### src/rtl/alu_pkg.sv
// Shared ALU definitions: datapath width, alu_ctrl encodings and exec-unit FSM states.
// Imported by alu_exec_unit, alu_shifter and the ALU control decoder.
package alu_pkg;

  localparam int unsigned DATA_W  = 32;
  localparam int unsigned CTRL_W  = 5;
  localparam int unsigned SHAMT_W = 5;

  // alu_ctrl operation codes; any other code executes as ADD
  typedef enum logic [CTRL_W-1:0] {
    AluAnd = 5'b00000,
    AluOr  = 5'b00001,
    AluAdd = 5'b00010,
    AluSub = 5'b00110,
    AluSlt = 5'b00111,
    AluNor = 5'b01100,
    AluXor = 5'b01101,
    AluSll = 5'b10000,
    AluSrl = 5'b10001,
    AluSra = 5'b10010
  } alu_op_e;

  // Execution unit FSM states
  typedef enum logic [1:0] {
    StIdle  = 2'b00,
    StShift = 2'b01,
    StDone  = 2'b10
  } exec_state_e;

  // True for the three shift operations
  function automatic logic is_shift_op(input logic [CTRL_W-1:0] ctrl);
    return (ctrl == AluSll) || (ctrl == AluSrl) || (ctrl == AluSra);
  endfunction

endpackage

### src/rtl/alu_shifter.sv
// Shift datapath for the ALU execution unit.
// With ALU_FAST_SHIFT_EN defined this is a full barrel shifter; otherwise it performs a
// single one-bit step per use, and only when the remaining amount is non-zero.
module alu_shifter
  import alu_pkg::*;
(
  input  logic [CTRL_W-1:0]  i_kind,
  input  logic [DATA_W-1:0]  i_data,
  input  logic [SHAMT_W-1:0] i_amount,
  output logic [DATA_W-1:0]  o_data
);

`ifdef ALU_FAST_SHIFT_EN
  // Shift the full amount in one pass
  always_comb begin
    o_data = i_data;
    case (i_kind)
      AluSll:  o_data = i_data << i_amount;
      AluSrl:  o_data = i_data >> i_amount;
      AluSra:  o_data = $signed(i_data) >>> i_amount;
      default: o_data = i_data;
    endcase
  end
`else
  // One-bit step; a zero amount means nothing is left to shift
  always_comb begin
    o_data = i_data;
    if (i_amount != '0) begin
      case (i_kind)
        AluSll:  o_data = {i_data[DATA_W-2:0], 1'b0};
        AluSrl:  o_data = {1'b0, i_data[DATA_W-1:1]};
        AluSra:  o_data = {i_data[DATA_W-1], i_data[DATA_W-1:1]};
        default: o_data = i_data;
      endcase
    end
  end
`endif

endmodule

### src/rtl/alu_exec_unit.sv
// ALU execution unit with valid/ready handshakes on both sides and a registered result.
// Non-shift ops complete one cycle after acceptance and may stream back-to-back.
// Config macro ALU_FAST_SHIFT_EN: defined -> single-cycle barrel shifts (SHIFT state unused);
// undefined -> shifts iterate one bit per cycle in the SHIFT state.
module alu_exec_unit
  import alu_pkg::*;
(
  input  logic               clk,
  input  logic               reset,
  input  logic               in_valid,
  output logic               in_ready,
  input  logic [CTRL_W-1:0]  alu_ctrl,
  input  logic               sign,
  input  logic [DATA_W-1:0]  op_a,
  input  logic [DATA_W-1:0]  op_b,
  input  logic [SHAMT_W-1:0] shamt,
  output logic               out_valid,
  input  logic               out_ready,
  output logic [DATA_W-1:0]  result,
  output logic               zero
);

  exec_state_e       r_state;
  exec_state_e       w_state_next;
  logic [DATA_W-1:0] r_result;
  logic [DATA_W-1:0] w_alu_result;
  logic [DATA_W-1:0] w_shift_out;
  logic [DATA_W-1:0] w_shift_load;
  logic              w_accept;
  logic              w_slt;
  logic              w_go_shift;
  logic              w_shift_last;

  assign w_accept = in_valid && in_ready;
  assign w_slt    = sign ? ($signed(op_a) < $signed(op_b)) : (op_a < op_b);

`ifdef ALU_FAST_SHIFT_EN
  // Barrel shift straight from the offered operands
  alu_shifter u_shifter (
    .i_kind   (alu_ctrl),
    .i_data   (op_b),
    .i_amount (shamt),
    .o_data   (w_shift_out)
  );

  assign w_shift_load = w_shift_out;
  assign w_go_shift   = 1'b0;
  assign w_shift_last = 1'b1;
`else
  logic [CTRL_W-1:0]  r_shift_kind;
  logic [SHAMT_W-1:0] r_shift_cnt;
  logic [SHAMT_W-1:0] w_shift_cnt_next;

  // Step the partially shifted value held in the result register
  alu_shifter u_shifter (
    .i_kind   (r_shift_kind),
    .i_data   (r_result),
    .i_amount (r_shift_cnt),
    .o_data   (w_shift_out)
  );

  // Shifts load the unshifted source; a zero amount completes immediately
  assign w_shift_load     = op_b;
  assign w_go_shift       = is_shift_op(alu_ctrl) && (shamt != '0);
  assign w_shift_cnt_next = r_shift_cnt - SHAMT_W'(1);
  assign w_shift_last     = (w_shift_cnt_next == '0);

  // Shift kind and remaining bit count for the op in flight
  always_ff @(posedge clk or posedge reset) begin
    if (reset) begin
      r_shift_kind <= '0;
      r_shift_cnt  <= '0;
    end else if (w_accept) begin
      r_shift_kind <= alu_ctrl;
      r_shift_cnt  <= w_go_shift ? shamt : '0;
    end else if (r_state == StShift) begin
      r_shift_cnt  <= w_shift_cnt_next;
    end
  end
`endif

  // Result of the offered op, registered on acceptance
  always_comb begin
    w_alu_result = op_a + op_b;
    case (alu_ctrl)
      AluAnd:                 w_alu_result = op_a & op_b;
      AluOr:                  w_alu_result = op_a | op_b;
      AluAdd:                 w_alu_result = op_a + op_b;
      AluSub:                 w_alu_result = op_a - op_b;
      AluSlt:                 w_alu_result = {{(DATA_W-1){1'b0}}, w_slt};
      AluNor:                 w_alu_result = ~(op_a | op_b);
      AluXor:                 w_alu_result = op_a ^ op_b;
      AluSll, AluSrl, AluSra: w_alu_result = w_shift_load;
      default:                w_alu_result = op_a + op_b;
    endcase
  end

  // FSM state register
  always_ff @(posedge clk or posedge reset) begin
    if (reset) begin
      r_state <= StIdle;
    end else begin
      r_state <= w_state_next;
    end
  end

  // FSM next state; DONE with a new acceptance restarts directly
  always_comb begin
    w_state_next = r_state;
    case (r_state)
      StIdle: begin
        if (w_accept) w_state_next = w_go_shift ? StShift : StDone;
      end
      StShift: begin
        if (w_shift_last) w_state_next = StDone;
      end
      StDone: begin
        if (w_accept)       w_state_next = w_go_shift ? StShift : StDone;
        else if (out_ready) w_state_next = StIdle;
      end
      default: w_state_next = StIdle;
    endcase
  end

  // FSM outputs: handshakes decoded from state; nothing is accepted while in reset
  always_comb begin
    in_ready  = !reset && ((r_state == StIdle) || ((r_state == StDone) && out_ready));
    out_valid = (r_state == StDone);
  end

  // Result register: load on acceptance, step while shifting, hold otherwise
  always_ff @(posedge clk or posedge reset) begin
    if (reset) begin
      r_result <= '0;
    end else if (w_accept) begin
      r_result <= w_alu_result;
    end else if (r_state == StShift) begin
      r_result <= w_shift_out;
    end
  end

  assign result = r_result;
  assign zero   = (r_result == '0);

endmodule

### config.mk
export PLATFORM = sky130hd
export DESIGN_NAME = alu_exec_unit
export DESIGN_NICKNAME = d
export VERILOG_FILES = /design/src/rtl/alu_pkg.sv /design/src/rtl/alu_shifter.sv /design/src/rtl/alu_exec_unit.sv
export SDC_FILE = /design/constraint.sdc
export NUM_CORES = 1
export LEC_CHECK = 0
export BUFFER_PORTS_ARGS = -buffer_cell sky130_fd_sc_hd__buf_2
export CAP_MARGIN = 15
export CORE_MARGIN = 5
export CORE_UTILIZATION = 50
export CTS_CLUSTER_DIAMETER = 100
export DETAILED_ROUTE_END_ITERATION = 12
export MAX_ROUTING_LAYER = met4
export PLACE_DENSITY = 0.74
export SYNTH_ARGS = -nofsm -noshare
export SYNTH_HDL_FRONTEND = slang
export SYNTH_SLANG_ARGS = --single-unit
### constraint.sdc
create_clock -name clk -period 2.15 [get_ports clk]
set_input_delay 0.1075 -clock clk [delete_from_list [all_inputs] [get_ports clk]]
set_output_delay 0.1075 -clock clk [all_outputs]
set_load 0.01 [all_outputs]
; Yosys cells after proc, flatten, opt, wreduce, memory -nomap -nowiden
; Index checks and enable logic that the tools add are counted.
[classes]
n_addsub = 3
mul = 0
n_div = 0
order_cmp = 2
eq_ne = 17
shift = 0
muxes = 15
n_bitwise = 4
reduce_logical = 22
[op_table]
columns = op, count
row1 = 32-bit one-hot mux with 7 select lines, 1
row2 = 32-bit 2-to-1 mux, 3
row3 = 32-bit one-hot mux with 3 select lines, 1
row4 = 32-bit less-than comparator, 2
row5 = 32-bit adder, 1
row6 = 32-bit AND, 1
row7 = 32-bit logical NOT, 1
row8 = 32-bit inverter, 1
row9 = 32-bit OR, 1
row10 = 32-bit subtractor, 1
row11 = 32-bit bitwise XOR, 1
row12 = 5-bit equality test (second input constant), 6
row13 = 5-bit 2-to-1 mux, 3
row14 = 5-bit by 3-bit equality test with 1-bit output (second input constant), 2
row15 = 5-bit by 4-bit equality test with 1-bit output (second input constant), 2
row16 = 5-bit logical NOT, 2
row17 = 2-bit 2-to-1 mux, 5
row18 = 5-bit nonzero test, 2
row19 = 2-bit != test (second input constant), 3
row20 = 2-bit one-hot mux with 3 select lines, 1
row21 = 3-bit AND reduction, 2
row22 = 5-bit by 1-bit equality test with 1-bit output (second input constant), 1
row23 = 5-bit by 1-bit subtractor with 5-bit output (second input constant), 1
row24 = 1-bit logical AND, 4
row25 = 12 further kinds, 15
[totals]
ff_bits = 44
latchBits = 0
ram_bits = 0
romBits = 0
in_bits = 79
elab_cells = 68
n_memories = 0

; Longest topological paths before layout
; Gate-level depths: netlist (run 1).
[logic_depth]
ltp_word = 7
mapped_depth = 13
ltp_nobuf = 13

; Hierarchy
; Synthesis (run 1) repeated with hierarchy kept, for this count alone.
[hier_totals]
cells_unflattened = 1131
area_unflattened_um2 = 8032.7
[modules_own_cells]
columns = mod, n_inst, cells_each, area_per_inst_um2, seq_area_each_um2
row1 = alu_exec_unit, 1, 1038, 7298.2, 1101.1
row2 = alu_shifter, 1, 93, 734.5, 0.0

; Worst setup path before layout (run 1)
; OpenSTA, ideal clock, no wires.
[synth_path]
path_type = input port to flip-flop
start = input port op_a[0]
end = register r_result[28] (netlist: result[28])
setup_ns = 0.130
t_arrival_ns = 2.504
required_ns = 2.020
slack_ns = -0.484
path_stages = 13
path_buffers = 0
cell_sequence = inv_1 -> ha_1 -> inv_1 -> fa_1 -> nor2b_1 -> o211ai_1 -> a21oi_2 -> or4_1 -> and3_1 -> o21ai_1 -> mux2_1 -> nand2_1 -> a31oi_1
[synth_via]
elab_chain_cells = 3
elab_cells_between_ends = 4
cone_classes = add/sub (2) / mux (2)
[synth_rtl]
columns = element, line
row1 = start: declaration, alu_exec_unit.sv:14  ; input logic [DATA_W-1:0] op_a,
row2 = 32-bit adder / 32-bit subtractor (equally long branches), "alu_exec_unit.sv:88, alu_exec_unit.sv:94, alu_exec_unit.sv:89"
row3 = 32-bit one-hot mux with 7 select lines (*), alu_exec_unit.sv:85  ; case (alu_ctrl)
row4 = 32-bit 2-to-1 mux (*), alu_exec_unit.sv:135  ; end else if (w_accept) begin
row5 = end signal: assignment, alu_exec_unit.sv:136  ; r_result <= w_alu_result;
row6 = end signal: assignment, alu_exec_unit.sv:138  ; r_result <= w_shift_out;
row7 = end: declaration, alu_exec_unit.sv:25  ; logic [DATA_W-1:0] r_result;
; Every way passes the cells marked *; elsewhere a longest branch is shown, timed or not.
; A chain may end at the register's enable or synchronous reset.

; Worst setup path in the final report (run 1)
[layout_path]
start = input port op_b[1]
end = register r_result[19] (netlist: result[19])
[layout_via]
elab_chain_cells = 3
elab_cells_between_ends = 4
cone_classes = add/sub (2) / mux (2)
[layout_rtl]
columns = element, line
row1 = start: declaration, alu_exec_unit.sv:15  ; input logic [DATA_W-1:0] op_b,
row2 = 32-bit adder / 32-bit subtractor (equally long branches), "alu_exec_unit.sv:88, alu_exec_unit.sv:94, alu_exec_unit.sv:89"
row3 = 32-bit one-hot mux with 7 select lines (*), alu_exec_unit.sv:85
row4 = 32-bit 2-to-1 mux (*), alu_exec_unit.sv:135
; Marked as above.

==> metrics.yaml, run 1 <==
status: "finished, violations left"
p_sw_mw: 3.291
max_slew.worst_pin.slew_ns: 0.5547
n_antenna_cell: 0
final_hold_viol_count: 0
ys_ff_latch: 44
wl_per_cell_um: 21.63
io_pins: 114
seq_power_share_pct: 24.2
p_per_area_mw_per_mm2: 571.6
ctsLongestPathBuffers: 2
required_ns: 2.32
synth-main-ff-cell: "dfrtp_1"
peakVddDrop_mv: 0.3821
rsz0062_at_grt: "yes"
grt_max_degree: 37
viasPerCell: 6.295
grt-ovfl-total: 0
fin_skew_ns: 0.007474
cp.arrival_ns: 2.67
place.gp.congestion: 1.024
drcViolationCount: 0
ant_nets: 0
grt_pass1_wl_um: 55670
pwr-share-clk_pct: 12.2
syn-cell-area_mm2: 0.007894
grt_pass1_vias: 10600
rows: 46
die_x_um: 135.7
violations: "setup timing"
clk_pin_slew_worst_paths_ns: 0.06
path_max_fanout: 4
dr_total_vias: 10940
critPathLaunchType: "input port"
htree_levels: 2
initial_core_util_pct: 50.24
final.min_clock_period_ns: 2.493
ys_types: 78
fin_util_pct: 79.95
period_share_pct: 116.0
cts_made_buffers: 5
slew_headroom_pct: 62.86
synth_nets: 1284
dp_hpwl_um: 27870
antenna_found_initial: 1
io_buffers: 113
cp-end-kind: "flip-flop"
area_growth_pct: 59.14
chipHeight_um: 135.7
tritoncts: "built"
synthCells: 1104
setup-violations-final: 26
p_comb_share_pct: 63.7
crit_path_top_delay_cell: "or4_4"
preCtsSetupSlack_ns: -0.7578
swShare_pct: 45.83
ys_warn_count: 0
synth_area_per_cell_um2: 7.150
max_cap_viol_count: 0
worstPathCellList: "buf_8 > clkinvlp_4 > buf_4 > ha_2 > o21ba_4 > or4_4 > a31oi_4 > o21a_1 > a41oi_2 > o31a_1 > xnor2_1 > o21ai_1 > a221o_1"
ys_seq_area_share_pct: 13.95
drive_above_1_share_pct: 43.56
max_freq_mhz: 401.1
clkSinkCount: 44
internal_power_mw: 3.890
die-area_mm2: 0.01840
coreArea_mm2: 0.01571
insertion_delay_ns: 0.29
worst_slack_ns: -0.3430
path_class: "input port to flip-flop"
slowest_delay_ns: 0.47
wl_um: 37590
grt.total_usage_pct: 38.98
drt_iter0_markers: 1335
cts-root-buf: "clkbuf_16"
dr.pass1.iters: 7
layout.nets: 1701
p_leak_nw: 6.009
slew_viol_final: 0
async_flop_share_pct: 100.0
hp-class: "input port to flip-flop"
synth-edff-count: 0
-- worst max-delay path: cells and delay by family --
family                   cells  cell delay [ns]
AO/OA/AOI/OAI                7             1.37
XOR/XNOR                     1             0.19
adder cells (fa/ha/maj)      1             0.19
buffers and inverters        3             0.34
AND/OR/NAND/NOR              1             0.47
-- logic make-up (layout without fill, tap and decap cells) --
| group | Yosys count | count (layout) | synth area share, % |
|---|---|---|---|
| compound gates | 397 | 397 | 33.89 |
| simple gates | 326 | 326 | 19.43 |
| buf+inv | 168 | 586 | 8.163 |
| fa+ha+maj | 101 | 101 | 16.20 |
| mux | 49 | 49 | 6.261 |
| flops | 44 | 44 | 13.95 |
| xor+xnor | 19 | 19 | 2.108 |
-- layer usage --
metal | up-vias | GRT usage, % | part of all wire [%]
li1 | 4899 | - | -
met1 | 5110 | 50.72 | 40
met2 | 775 | 61.73 | 45
met3 | 156 | 6.649 | 11
met4 | 0 | 12.88 | 4.2
met5 | - | - | 0
-- placed cells by master, fill, tap and decap left out, drive strengths merged, types with 4 or more instances in the layout --
master | synthesis | routed
buf | 14 | 479
a21oi | 107 | 107
nand2 | 102 | 102
ha | 99 | 99
nor2 | 96 | 96
inv | 98 | 96
o21ai | 86 | 86
mux2i | 46 | 46
dfrtp | 44 | 44
nand3 | 28 | 28
o211ai | 21 | 21
a221oi | 20 | 20
a21o | 17 | 17
nor4 | 16 | 16
nor3 | 14 | 14
a31oi | 14 | 14
nor2b | 13 | 13
a211oi | 13 | 13
xnor2 | 12 | 12
a2111oi | 12 | 12
nand4 | 11 | 11
a221o | 10 | 10
o221ai | 9 | 9
a22oi | 9 | 9
and3 | 9 | 9
o21bai | 8 | 8
nand2b | 8 | 8
or4 | 8 | 8
xor2 | 7 | 7
o2111ai | 7 | 7
a22o | 6 | 6
a32oi | 6 | 6
o31ai | 6 | 6
clkbuf | 56 | 6
o22ai | 6 | 6
o21a | 5 | 5
o311ai | 5 | 5
and2 | 4 | 4
nand3b | 4 | 4
-- stage by stage --
| stage | power [mW] | hold slack (ns) | setup TNS, ns | instance area, um2 | std cells |
|---|---|---|---|---|---|
| after floorplan | 3.788 | 0.2129 | -3.442 | 8198 | 1104 |
| after global placement | 5.615 | 0.06681 | -14.68 | 11380 | 1701 |
| after detailed placement | 5.715 | 0.08087 | -15.89 | 11380 | 1701 |
| after CTS | 6.817 | 0.02661 | -3.435 | 12130 | 1726 |
| after global routing | 7.543 | 0.04830 | -6.677 | 12560 | 1738 |
| final | 7.181 | 0.03096 | -4.620 | 12560 | 1738 |
-- final timing paths --
check / startpoint / endpoint / slack (ns) / depth (start not counted)
min in group asynchronous: reset / r_shift_cnt[0]$_DFFE_PP0P_ / 0.32 / 3
max: op_b[1] / result[19]$_DFFE_PP0P_ / -0.34 / 13
max reg2reg: r_state[1]$_DFFE_PP0P_ / result[31]$_DFFE_PP0P_ / -0.22 / 10
min reg2reg: r_shift_kind[3]$_DFFE_PP0P_ / r_shift_kind[3]$_DFFE_PP0P_ / 0.50 / 2
max in group asynchronous: reset / result[18]$_DFFE_PP0P_ / 1.34 / 4
min: shamt[4] / r_shift_cnt[4]$_DFFE_PP0P_ / 0.03 / 3
-- repair_timing --
action	in CTS	in global routing
gates resized for setup	115	82
pin swaps	76	58
hold endpoints to repair	8	0
hold buffers	1	0
buffers inserted	20	13
setup endpoints to repair	27	29
-- registers in the layout, summed over array words and instances, names as in the netlist --
register	count
result	32
r_shift_cnt	5
r_shift_kind	5
r_state	2
-- area by class of cell --
| class | instances | area, um2 |
|---|---|---|
| Fill cell | 1081 | 3151 |
| Multi-Input combinational cell | 892 | 7043 |
| Clock buffer | 6 | 128.9 |
| Sequential cell | 44 | 1101 |
| Tap cell | 216 | 270.3 |
| Inverter | 98 | 411.6 |
| Timing Repair Buffer | 480 | 3572 |
| Clock inverter | 2 | 35.03 |
-- synthesized netlist by cell type, types with 5 or more instances --
master,count,share of area (%)
a21oi_1,106,6.7
nand2_1,102,4.9
ha_1,99,16
inv_1,96,4.6
nor2_1,96,4.6
o21ai_0,82,5.2
clkbuf_1,55,2.6
mux2i_1,46,5.8
dfrtp_1,44,14
nand3_1,28,1.8
o211ai_1,21,2.0
a221oi_1,19,2.1
a21o_1,17,1.6
nor4_1,16,1.3
nor3_1,14,0.89
a211oi_1,13,1.2
a31oi_1,13,1.0
nor2b_1,13,1.0
xnor2_1,12,1.3
nand4_1,11,0.87
a2111oi_0,10,1.1
a221o_1,10,1.3
a22oi_1,9,0.86
and3_1,9,0.71
buf_1,9,0.43
o221ai_1,9,1.0
nand2b_1,8,0.63
o21bai_1,8,0.76
o2111ai_1,7,0.78
xor2_1,7,0.78
a22o_1,6,0.67
a32oi_1,6,0.67
o22ai_1,6,0.48
o31ai_1,6,0.57
or4_1,6,0.57
o21a_1,5,0.48
-- power groups by stage --
stage	registers [mW]	clock network (mW)	logic [mW]
2_1_floorplan	1.69	0	2.09
5_1_grt	1.76	0.910	4.87
3_5_place_dp	1.70	0	4.02
4_1_cts	1.69	0.878	4.25
3_3_place_gp	1.68	0	3.93
6_report	1.74	0.874	4.57
(Power assumes the default switching activity.)
==> run 2: changes to the inputs <==
PLACE_DENSITY = default   (was 0.74)
PLACE_DENSITY_LB_ADDON = 0.3   (was default)
==> run 2 against run 1 <==
- the flow finishes with violations (hold timing, setup timing)
- via count is 1.0% lower
- critical path depth is 1 lower
- combinational power is 3% lower
- clock power is 15% lower
- power is 3.5% lower
- cell count is 0.29% lower
- core utilization is 0.87 points lower
- flip-flop and latch count stayed put
- fmax is 0.57% higher
- worst hold slack worse by 0.045 ns
==> metrics.yaml, run 2 (synthesis results as in run 1) <==
wl_um: 35280  # -6.1%
antenna_found_initial: 0  # -1
clk_pin_slew_worst_paths_ns: 0.07  # about the same
cp.arrival_ns: 2.66  # about the same
chipHeight_um: 135.7  # unchanged
required_ns: 2.33  # about the same
path_max_fanout: 4  # unchanged
grt_max_degree: 45  # +22%
drive_above_1_share_pct: 42.39  # -1.2 points
dr.pass1.iters: 7  # unchanged
dr_total_vias: 10830  # -1.0%
grt_pass1_wl_um: 53720  # -3.5%
dp_hpwl_um: 26970  # -3.3%
place_area_mm2: 0.01130  # -0.73%
path_class: "input port to flip-flop"
tns_ns: -5.115  # -0.4952 ns
coreArea_mm2: 0.01571  # unchanged
setup-violations-final: 25  # -3.8%
p_leak_nw: 6.005  # about the same
insertion_delay_ns: 0.29  # about the same
max_cap_viol_count: 0  # unchanged
viasPerCell: 6.250  # -0.71%
drt_iter0_markers: 1316  # -1.4%
area_growth_pct: 57.41
fin_skew_ns: 0.009463  # +0.001989 ns
fillers: 1116  # +3.2%
htree_levels: 2  # unchanged
final_cell_area_mm2: 0.01243  # -1.1%
cts_hold_buf: 0  # -1
initial_core_util_pct: 50.24  # unchanged
io_pins: 114  # unchanged
fin_util_pct: 79.08  # -0.87 points
die_x_um: 135.7  # unchanged
grt.total_usage_pct: 37.49  # -1.5 points
critPathLaunchType: "input port"
hp-class: "input port to async pin"
io_buffers: 113  # unchanged
power_mw: 6.932  # -3.5%
layout_commonest_cell: "buf_4"
slew_headroom_pct: 42.92  # -20 points
violations: "hold timing, setup timing"
tritoncts: "built"
r2r-start: "r_state[1]$_DFFE_PP0P_"
die-area_mm2: 0.01840  # unchanged
layout.nets: 1697  # -0.24%
preCtsSetupSlack_ns: -0.8641  # -0.1063 ns
status: "finished, violations left"
p_per_area_mw_per_mm2: 557.9  # -2.4%
final_cell_mix: "buf_4 (346), buf_2 (103), nand2_1 (95), nor2_1 (91), a21oi_1 (83)"
clkSinkCount: 44  # unchanged
place.gp.congestion: 1.051  # +2.6%
slew_viol_final: 0  # unchanged
critPathCapture: "result[19]$_DFFE_PP0P_"
wl_per_cell_um: 20.36  # -5.9%
max_slew.worst_pin.slew_ns: 0.8541  # +0.2994 ns
ff_latch_area_mm2: 0.001101  # unchanged
grt_pass1_vias: 10200  # -3.7%
rsz0062_at_grt: "yes"
startpoint: "op_b[1]"
rrSetupSlack_ns: -0.26  # -0.04 ns
peakVddDrop_mv: 0.4361  # +14%
rows: 46  # unchanged
regToRegEndpoint: "result[27]$_DFFE_PP0P_"
fin_hold_ws_ns: -0.01357  # -0.04452 ns
period_share_pct: 115.3  # -0.66 points
multiInputGateArea_mm2: 0.007054  # +0.16%
max_freq_mhz: 403.4  # +0.57%
drcViolationCount: 0  # unchanged
ctsLongestPathBuffers: 2  # unchanged
cts_made_buffers: 5  # unchanged
n_antenna_cell: 0  # unchanged
cp-end-kind: "flip-flop"
worst_slack_ns: -0.3288  # +0.01416 ns
ant_nets: 0  # unchanged
largest_reg_flops: 32  # unchanged
cts-root-buf: "clkbuf_16"
r2r_cells: 8  # -2
grt-ovfl-total: 0  # unchanged
final_hold_viol_count: 42  # +42
final.min_clock_period_ns: 2.479  # -0.01416 ns
[run 2: how the worst min path moves through the flow]
stage                                             end  slack, ns  cells past startpoint
after detailed placement       r_state[0]$_DFFE_PP0P_       0.31                      3
after CTS                      result[20]$_DFFE_PP0P_      0.005                      3
after global routing            result[9]$_DFFE_PP0P_       0.05                      3
after global placement         r_state[0]$_DFFE_PP0P_       0.30                      3
final                           result[9]$_DFFE_PP0P_      -0.01                      3
after floorplan           r_shift_kind[2]$_DFFE_PP0P_       0.21                      2
[run 2: stage by stage]
stage / hold slack, ns / instances
finish: -0.01357 / 1733
global route: 0.04853 / 1733
CTS: 0.004965 / 1729
detailed placement: 0.3072 / 1700
global placement: 0.2963 / 1700
floorplan: 0.2129 / 1104
[run 2: routing by layer]
metal | GRT usage [%] | wire length (um) | vias up
li1 | - | - | 4895
met1 | 50.19 | 13930 | 5101
met2 | 58.30 | 15910 | 697
met3 | 5.498 | 3956 | 138
met4 | 12.37 | 1477 | 0
met5 | - | 0 | -
[run 2: repair_timing]
action | CTS | global route
pin swaps | 74 | 51
buffers inserted | 24 | 6
resized for setup | 134 | 50
setup endpoints to repair | 27 | 29
[run 2: critical path, cell delays in order]
cell        delay [ns]
buf_8             0.08
clkinvlp_4        0.13
ha_4              0.26
o21ba_4           0.22
or4_4             0.46
a31oi_4           0.20
o21a_1            0.23
a41oi_2           0.14
o31a_1            0.27
xnor2_1           0.16
o21ai_1           0.09
a221o_1           0.31
[run 2: cell type report]
type	instances	share of cell area (%)
clock inverters	1	0.04028
well taps	216	2.175
multi-input cells	892	56.77
repair buffers	476	27.84
clock buffers	6	1.037
inverters	98	3.273
flip-flops and latches	44	8.861
[run 2: power by group]
part | total (mW) | internal, mW | switching (mW)
sequential | 1.75 | 1.20 | 0.553
clock | 0.740 | 0.423 | 0.317
combinational | 4.44 | 2.11 | 2.33
total | 6.93 | 3.73 | 3.20
==> run 3: changes to the inputs <==
TNS_END_PERCENT = 50   (was default)
==> run 3 against run 2 <==
- the run ends with setup timing left
- sequential power hardly changed
- clock-buffer cell count stayed put
- core utilization is 0.57 points lower
- critical path depth is 1 higher
- worst hold slack better by 0.042 ns
- via count is 0.75% lower
- sequential share of layout area is 0.065 points higher
- routed wire length is 0.42% higher
- flip-flop and latch count stayed put
- die area stayed put
- setup slack worse by 0.024 ns
==> metrics.yaml, run 3 (synthesis results as in run 1) <==
peakVddDrop_mv: 0.4533  # +3.9%
path_class: "input port to flip-flop"
worstPathCellList: "buf_8 > clkinvlp_4 > ha_4 > o21ba_4 > or4_4 > a31oi_4 > buf_6 > o21a_1 > a41oi_2 > o31a_1 > xnor2_1 > o21ai_1 > a221o_1"
max_cap_viol_count: 0  # unchanged
initial_core_util_pct: 50.24  # unchanged
p_per_area_mw_per_mm2: 565.6  # +1.4%
fin_hold_ws_ns: 0.02794  # +0.04151 ns
final_cell_mix: "buf_4 (346), buf_2 (103), nand2_1 (95), a21oi_1 (92), nor2_1 (90)"
max_slew.worst_pin.slew_ns: 1.116  # +0.2618 ns
fin_skew_ns: 0.003964  # -0.005499 ns
clk_pin_slew_worst_paths_ns: 0.06  # about the same
insertion_delay_ns: 0.29  # about the same
n_antenna_cell: 0  # unchanged
dp_hpwl_um: 27450  # +1.8%
tns_ns: -5.083  # +0.03189 ns
drcViolationCount: 0  # unchanged
max_freq_mhz: 399.6  # -0.96%
violations: "setup timing"
dp.cells: 1703  # +0.18%
status: "finished, violations left"
drive_above_1_share_pct: 41.15  # -1.2 points
hp-class: "input port to flip-flop"
cp-end-kind: "flip-flop"
largest_reg_flops: 32  # unchanged
cts_made_buffers: 5  # unchanged
place.gp.congestion: 1.070  # +1.8%
io_buffers: 113  # unchanged
grt-ovfl-total: 0  # unchanged
grt_pass1_vias: 10270  # +0.69%
grt.total_usage_pct: 37.90  # +0.41 points
critPathLaunchType: "input port"
die-area_mm2: 0.01840  # unchanged
grt_pass1_wl_um: 54100  # +0.71%
io_pins: 114  # unchanged
fin_cells: 1730  # -0.17%
tritoncts: "built"
coreArea_mm2: 0.01571  # unchanged
slowest_delay_ns: 0.46  # about the same
slew_headroom_pct: 23.68  # -19 points
wl_per_cell_um: 20.48  # +0.60%
crit_path_top_delay_cell: "or4_4"
grt_max_degree: 43  # -4.4%
viasPerCell: 6.214  # -0.58%
p_leak_nw: 5.964  # -0.68%
cp.arrival_ns: 2.68  # +0.02 ns
clkSinkCount: 44  # unchanged
chipHeight_um: 135.7  # unchanged
slew_viol_final: 0  # unchanged
layout.nets: 1693  # -0.24%
rsz0062_at_grt: "yes"
required_ns: 2.33  # about the same
area_growth_pct: 56.27
worst_slack_ns: -0.3527  # -0.02393 ns
final.min_clock_period_ns: 2.503  # +0.02393 ns
wl_um: 35430  # +0.42%
path_max_fanout: 3  # -1
antenna_found_initial: 0  # unchanged
power_mw: 6.977  # +0.64%
ant_nets: 0  # unchanged
rows: 46  # unchanged
dr.pass1.iters: 5  # -2
die_x_um: 135.7  # unchanged
fillers: 1179  # +5.6%
setup-violations-final: 25  # unchanged
cts-root-buf: "clkbuf_16"
ctsLongestPathBuffers: 2  # unchanged
dr_total_vias: 10750  # -0.75%
htree_levels: 2  # unchanged
layout_commonest_cell: "buf_4"
final_hold_viol_count: 0  # -100%
period_share_pct: 116.4  # +1.1 points
drt_iter0_markers: 1335  # +1.4%
## run 3: changes by cell type in the layout (fill, tap and decap cells not counted), sizes merged
cell	before	now
buf	476	471
dlygate4sd3	0	1
bufinv	0	1
## run 3: area by class of cell
type / count / area (um2) / share of cell area, %
multi-input combinational: 892 / 6945 / 56.30
timing repair buffer: 472 / 3443 / 27.91
sequential: 44 / 1101 / 8.926
inverter: 98 / 411.6 / 3.337
tap: 216 / 270.3 / 2.191
clock buffer: 6 / 128.9 / 1.045
clock inverter: 2 / 35.03 / 0.2840
## run 3: final timing paths
path / from / endpoint / slack (ns) / cells after the start
worst max register to register: r_state[1]$_DFFE_PP0P_ / result[22]$_DFFE_PP0P_ / -0.29 / 7
max in group asynchronous: reset / result[20]$_DFFE_PP0P_ / 1.07 / 5
min in group asynchronous: reset / r_shift_cnt[0]$_DFFE_PP0P_ / 0.35 / 4
worst max-delay path: op_b[1] / result[19]$_DFFE_PP0P_ / -0.35 / 13
worst min-delay path: shamt[3] / r_shift_cnt[3]$_DFFE_PP0P_ / 0.03 / 3
worst min register to register: r_shift_kind[3]$_DFFE_PP0P_ / r_shift_kind[3]$_DFFE_PP0P_ / 0.49 / 2
## run 3: metal layers
layer | share of wire (%) | wire length, um | GRT usage [%]
met1 | 42 | 14750 | 51.01
met2 | 44 | 15680 | 58.57
met3 | 11 | 3897 | 6.315
met4 | 3.1 | 1098 | 11.53
met5 | 0 | 0 | -
## run 3: repair_timing
action | in CTS | in global routing
setup buffers | 9 | 12
hold buffers | 1 | 0
endpoints found under the hold margin | 2 | 0
endpoints found under the setup margin | 27 | 28
pin swaps | 48 | 49
resized for setup | 95 | 62
## run 3: report_power, final
group | internal [mW] | switching [mW] | leakage [nW]
Clock | 0.547 | 0.332 | 0.0808
Combinational | 2.05 | 2.31 | 5.36
Sequential | 1.20 | 0.546 | 0.526
Total | 3.79 | 3.18 | 5.96
## run 3: worst max-delay path: cells and delay by family
family | cells | cell delay [ns]
AO/OA/AOI/OAI | 7 | 1.42
AND/OR/NAND/NOR | 1 | 0.46
buffers and inverters | 3 | 0.31
adder cells (fa/ha/maj) | 1 | 0.24
XOR/XNOR | 1 | 0.14
## run 3: metrics by stage
| step | cell area, um2 | utilization, % | setup slack, ns |
|---|---|---|---|
| 2_1_floorplan | 8182 | - | -0.3892 |
| 3_3_place_gp | 11370 | 72.34 | -0.6912 |
| 3_5_place_dp | 11370 | 72.34 | -0.7166 |
| 4_1_cts | 12010 | 76.43 | -0.2991 |
| 5_1_grt | 12340 | 78.51 | -0.4228 |
| 6_report | 12340 | 78.51 | -0.3527 |
